**config.mk**
```make
export PLATFORM = sky130hd
export DESIGN_NAME = conv3x3_engine
export DESIGN_NICKNAME = d
export VERILOG_FILES = /design/src/rtl/conv3x3_engine.sv
export SDC_FILE = /design/constraint.sdc
export NUM_CORES = 1
export LEC_CHECK = 0
export ABC_AREA = 1
export CAP_MARGIN = 20
export CELL_PAD_IN_SITES_DETAIL_PLACEMENT = 2
export CELL_PAD_IN_SITES_GLOBAL_PLACEMENT = 2
export CORE_ASPECT_RATIO = 0.9
export CORE_UTILIZATION = 37
export CTS_BUF_LIST = sky130_fd_sc_hd__clkbuf_8
export DETAILED_ROUTE_END_ITERATION = 8
export HOLD_SLACK_MARGIN = 0.06
export PLACE_DENSITY_LB_ADDON = 0.1
export SETUP_SLACK_MARGIN = 0.2
export SLEW_MARGIN = 10
export SYNTH_ARGS = -nofsm -noshare
export SYNTH_HDL_FRONTEND = slang
export SYNTH_SLANG_ARGS = --single-unit
```
**constraint.sdc**
```tcl
create_clock -name clk -period 14.7 [get_ports clk]
set_input_delay 3.675 -clock clk [delete_from_list [all_inputs] [get_ports clk]]
set_output_delay 3.675 -clock clk [all_outputs]
set_load 0.02 [all_outputs]
```
**src/rtl/conv3x3_engine.sv**
```systemverilog
`default_nettype none
//============================================================================
// Module   : conv3x3_engine
// Purpose  : Sequential 3x3 convolution. It accepts one pixel window and one
//            packed kernel per transaction. It returns the weighted sum divided
//            by the coefficient sum, as an 8-bit pixel with floor rounding
//            and saturation.
//            The datapath uses one shared multiplier and an iterative
//            restoring divider.
// Ports    : clk        rising-edge clock
//            reset_n    asynchronous active-low reset
//            kernel     9 packed coefficients, c0 in the top bits (row-major)
//            window     9 packed pixels, p0 in the top bits (row-major)
//            in_valid   / in_ready   input handshake (ready only in IDLE)
//            out_pixel  / out_valid  / out_ready  output handshake
//            busy       high whenever the engine is not IDLE
// Macro    : CONV_POW2_FAST_EN - a power-of-two coefficient sum is normalised
//            with a shift (10-cycle latency) instead of the divider
//            (26-cycle latency). The result value is the same in both builds.
// Revision : 1.0 - initial release
//============================================================================
module conv3x3_engine #(
    parameter int PIX_W  = 8,
    parameter int COEF_W = 5
) (
    input  logic                  clk,
    input  logic                  reset_n,
    input  logic [9*COEF_W-1:0]   kernel,
    input  logic [9*PIX_W-1:0]    window,
    input  logic                  in_valid,
    output logic                  in_ready,
    output logic [PIX_W-1:0]      out_pixel,
    output logic                  out_valid,
    input  logic                  out_ready,
    output logic                  busy
);

    // Nine products of (2^C-1)*(2^P-1) always fit in P+C+4 bits.
    localparam int ACC_W  = PIX_W + COEF_W + 4;
    localparam int KSUM_W = COEF_W + 4;

    localparam logic [2:0] c_S_IDLE = 3'd0;
    localparam logic [2:0] c_S_MAC  = 3'd1;
    localparam logic [2:0] c_S_DIV  = 3'd2;
    localparam logic [2:0] c_S_NORM = 3'd3;
    localparam logic [2:0] c_S_OUT  = 3'd4;

    localparam logic [3:0] c_IDX_LAST = 4'd8;
    localparam logic [4:0] c_DIV_LAST = 5'(ACC_W - 1);

    logic [2:0]                r_state;
    logic [8:0][COEF_W-1:0]    r_kernel;
    logic [8:0][PIX_W-1:0]     r_window;
    logic [ACC_W-1:0]          r_acc;
    logic [KSUM_W-1:0]         r_ksum;
    logic [3:0]                r_idx;
    logic [4:0]                r_divcnt;
    logic [KSUM_W-1:0]         r_rem;
    logic [ACC_W-1:0]          r_quot;
    logic [PIX_W-1:0]          r_pixel;
    logic                      r_out_valid;

    function automatic logic [PIX_W-1:0] f_sat(input logic [ACC_W-1:0] v);
        if (|v[ACC_W-1:PIX_W]) begin
            return '1;
        end
        return v[PIX_W-1:0];
    endfunction

    // MAC datapath. Element 8 of the packed arrays holds c0/p0.
    logic [3:0]                w_sel;
    logic [COEF_W-1:0]         w_coef;
    logic [PIX_W-1:0]          w_pix;
    logic [COEF_W+PIX_W-1:0]   w_prod;
    logic [ACC_W-1:0]          w_acc_sum;
    logic [KSUM_W-1:0]         w_ksum_sum;

    assign w_sel      = c_IDX_LAST - r_idx;
    assign w_coef     = r_kernel[w_sel];
    assign w_pix      = r_window[w_sel];
    assign w_prod     = w_coef * w_pix;
    assign w_acc_sum  = r_acc + ACC_W'(w_prod);
    assign w_ksum_sum = r_ksum + KSUM_W'(w_coef);

    // Restoring divider step. The remainder stays below ksum, so after the
    // shift it needs only one extra bit.
    logic [KSUM_W:0]           w_div_shift;
    logic                      w_div_ge;
    logic [KSUM_W:0]           w_div_rem;
    logic [ACC_W-1:0]          w_div_quot;

    assign w_div_shift = {r_rem, r_quot[ACC_W-1]};
    assign w_div_ge    = (w_div_shift >= {1'b0, r_ksum});
    assign w_div_rem   = w_div_ge ? (w_div_shift - {1'b0, r_ksum}) : w_div_shift;
    assign w_div_quot  = {r_quot[ACC_W-2:0], w_div_ge};

    // Shift normalisation for a power-of-two ksum.
    logic                      w_mac_pow2;
    logic [ACC_W-1:0]          w_norm_val;

`ifdef CONV_POW2_FAST_EN
    logic [3:0]                w_shamt;

    assign w_mac_pow2 = ((w_ksum_sum & (w_ksum_sum - 1'b1)) == '0);

    always_comb begin
        w_shamt = '0;
        for (int i = 0; i < KSUM_W; i++) begin
            if (r_ksum[i]) begin
                w_shamt = 4'(i);
            end
        end
    end

    assign w_norm_val = r_acc >> w_shamt;
`else
    assign w_mac_pow2 = 1'b0;
    assign w_norm_val = '0;
`endif

    always_ff @(posedge clk or negedge reset_n) begin
        if (!reset_n) begin
            r_state     <= c_S_IDLE;
            r_kernel    <= '0;
            r_window    <= '0;
            r_acc       <= '0;
            r_ksum      <= '0;
            r_idx       <= '0;
            r_divcnt    <= '0;
            r_rem       <= '0;
            r_quot      <= '0;
            r_pixel     <= '0;
            r_out_valid <= 1'b0;
        end else begin
            case (r_state)
                c_S_IDLE: begin
                    if (in_valid) begin
                        r_kernel <= kernel;
                        r_window <= window;
                        r_acc    <= '0;
                        r_ksum   <= '0;
                        r_idx    <= '0;
                        r_state  <= c_S_MAC;
                    end
                end
                c_S_MAC: begin
                    r_acc  <= w_acc_sum;
                    r_ksum <= w_ksum_sum;
                    r_idx  <= r_idx + 4'd1;
                    if (r_idx == c_IDX_LAST) begin
                        if ((w_ksum_sum == '0) || w_mac_pow2) begin
                            r_state <= c_S_NORM;
                        end else begin
                            r_quot   <= w_acc_sum;
                            r_rem    <= '0;
                            r_divcnt <= '0;
                            r_state  <= c_S_DIV;
                        end
                    end
                end
                c_S_DIV: begin
                    r_quot   <= w_div_quot;
                    r_rem    <= w_div_rem[KSUM_W-1:0];
                    r_divcnt <= r_divcnt + 5'd1;
                    if (r_divcnt == c_DIV_LAST) begin
                        r_pixel     <= f_sat(w_div_quot);
                        r_out_valid <= 1'b1;
                        r_state     <= c_S_OUT;
                    end
                end
                c_S_NORM: begin
                    // A zero-sum kernel yields black.
                    r_pixel     <= (r_ksum == '0) ? '0 : f_sat(w_norm_val);
                    r_out_valid <= 1'b1;
                    r_state     <= c_S_OUT;
                end
                c_S_OUT: begin
                    if (out_ready) begin
                        r_out_valid <= 1'b0;
                        r_state     <= c_S_IDLE;
                    end
                end
                default: begin
                    r_state <= c_S_IDLE;
                end
            endcase
        end
    end

    assign in_ready  = (r_state == c_S_IDLE);
    assign busy      = (r_state != c_S_IDLE);
    assign out_valid = r_out_valid;
    assign out_pixel = r_pixel;

endmodule
`default_nettype wire

```
==> flow_summary.json <==
{
  "hold_viol_final": 0,
  "cts.hold.buffers_added": 0,
  "synth-edff-count": 0,
  "synthFlopType": "dfrtp_1",
  "clock-sinks": 190,
  "yosysSeqAreaShare": 0.425,
  "multiInputGateArea_um2": 5550,
  "tightestPinTransition_ps": 942,
  "clock_path_buffers": 2,
  "rows": 60,
  "status": "finished, final reports clean",
  "synthMuxAreaShare": 0,
  "dpl_worst_slack_ps": 6990,
  "cp.arrival_ps": 8180,
  "path_class": "flop to flop",
  "hpwl_um": 27700,
  "rsz0062_at_grt": "false",
  "synth_compound_area_frac": 0.112,
  "htreeDepth": 4,
  "dr.pass1.iters": 5,
  "track_usage": 0.258,
  "fmax_ghz": 0.129,
  "grt_start_max_net_pins": 88,
  "synth_xor_area_frac": 0.0148,
  "post_cts_resized": 0,
  "grt_pass1_wl_um": 62000,
  "synth_nets": 1646,
  "first_global_vias": 11400,
  "num_io_pins": 132,
  "grt_overflow_total": 0,
  "fp.dieH_um": 167,
  "syn_inst": 1453,
  "synth_area_leaders": "dfrtp_1, nand2_1, fa_1",
  "clockRootBuffer": "clkbuf_8",
  "clk_pin_slew_worst_paths_ps": 120,
  "max_cap_violations": 0,
  "setup-violations-final": 0,
  "gp_congestion": 0.828,
  "drv_slew": 0,
  "yosysUniqueCellTypes": 44,
  "finalClockSkew_ps": 16.9,
  "yosys.area.top_type": "dfrtp_1",
  "drc": 0,
  "die-width_um": 185,
  "yosys_warnings": 0,
  "critPathLaunchType": "flop",
  "nNetsFinal": 1745,
  "synth_seq_cells": 190,
  "cts_setup_buffers": 0,
  "area_growth_pct": 18.1,
  "cts_tree": "built",
  "hold_slack_ps": 483,
  "clk_latency_ps": 500,
  "final_util": 0.443,
  "min_path_type": "flop to flop",
  "yosys.area.top_type_share": 0.425,
  "die-area_um2": 30900,
  "tns_ps": 0,
  "final_common_cell": "nand2_1",
  "antenna_found_initial": 0,
  "crit_required_ps": 15110,
  "core_um2": 29800,
  "timing.slew.headroom": 0.372,
  "end_kind": "flop",
  "n_fill_cell": 3469,
  "numCtsBuffers": 17,
  "initialDrtViolationCount": 478,
  "drive_above_1_share": 0.0447,
  "fin_ws_ps": 6920,
  "wl_per_cell_um": 19.2,
  "final_cell_mix": "nand2_1, dfrtp_1, inv_1",
  "seq_area_um2": 4750,
  "vias": 10200,
  "fin_crit_ps": 7780,
  "start_util": 0.375,
  "syn_avg_cell_area_um2": 7.70,
  "io_buffers": 131,
  "yosys.area_share.simple": 0.267,
  "vias_per_cell": 5.17,
  "detail_route.wirelength_um": 37800,
  "path_max_fanout": 57,
  "async_flop_share": 1.00,
  "drtAntennaViolNets": 0,
  "synth_top_family_by_area": "simple AND/OR/NAND/NOR gates",
  "synth_fa_ha_area_frac": 0.101,
  "netlist_area_um2": 11200,
  "min_period_over_period": 0.529
}
## metal layers
metal  track usage  part of all wire
met3        0.0324             0.026
met5             0                 0
met4        0.0492             0.011
met2         0.435              0.49
met1         0.354              0.48
## critical path, cell delays in order, from the launching register on
cell     delay, ps
dfrtp_1        340
buf_4          470
inv_2          510
ha_1           820
inv_1          820
nand4_2        700
o21ai_1        590
nand2_1        100
inv_1           90
fa_1           460
fa_1           550
inv_1           50
fa_1           530
inv_1           40
ha_1           360
a21oi_1        190
nand2_1        150
nand2_1        130
nand2_1        110
xnor2_1        350
o21ai_0        130
nand3_1        100
nand2_1         70
## through the flow
stage	instance area [µm²]	cells
2_1_floorplan	11200	1453
3_3_place_gp	12800	1936
3_5_place_dp	12800	1936
4_1_cts	13200	1968
5_1_grt	13200	1968
6_report	13200	1969
## final cells by class
type                       instances  share of cell area
multi-input combinational       1042               0.420
sequential                       190               0.360
timing repair buffer             141               0.105
inverter                         160              0.0455
tap                              403              0.0382
clock buffer                      17              0.0177
clock inverter                    15              0.0135
antenna                            1            0.000189
## state kept, by name, indices dropped and copies added (netlist names)
register   count
out_pixel      8
out_valid      1
r_acc         17
r_divcnt       5
r_idx          4
r_kernel      45
r_ksum         9
r_quot        17
r_rem          9
r_state        3
r_window      72
## final timing paths
check / slack, ps / endpoint / cells past startpoint / startpoint
hold / removal: 480 / r_window[43] / 2 / r_window[43]
min in group asynchronous: 3100 / r_window[13] / 1 / reset_n
setup reg to reg: 6920 / r_quot[8] / 22 / r_idx[0]
hold reg to reg: 480 / r_window[43] / 2 / r_window[43]
setup / recovery: 6920 / r_quot[8] / 22 / r_idx[0]
max in group asynchronous: 10230 / r_rem[5] / 2 / reset_n
## synth_stat cells (8+ instances only)
master,n
clkbuf_1,31
fa_1,31
ha_1,41
nand3_1,71
nand2_1,564
o221ai_1,27
buf_2,25
o21ai_0,119
xor2_1,8
nor2_1,84
a21oi_1,20
dfrtp_1,190
nand4_1,10
o22ai_1,11
inv_1,155
xnor2_1,9
## kinds of logic after synthesis
kind of cell / after synthesis
buffers and inverters: 221
and+or+nand+nor: 747
DFF: 190
AOI/OAI and AO/OA: 205
adders and majority gates: 72
xor gates and xnor gates: 18
Power is not shown: default switching activity piles up to over one toggle a cycle in this logic, so the estimate is an artifact.
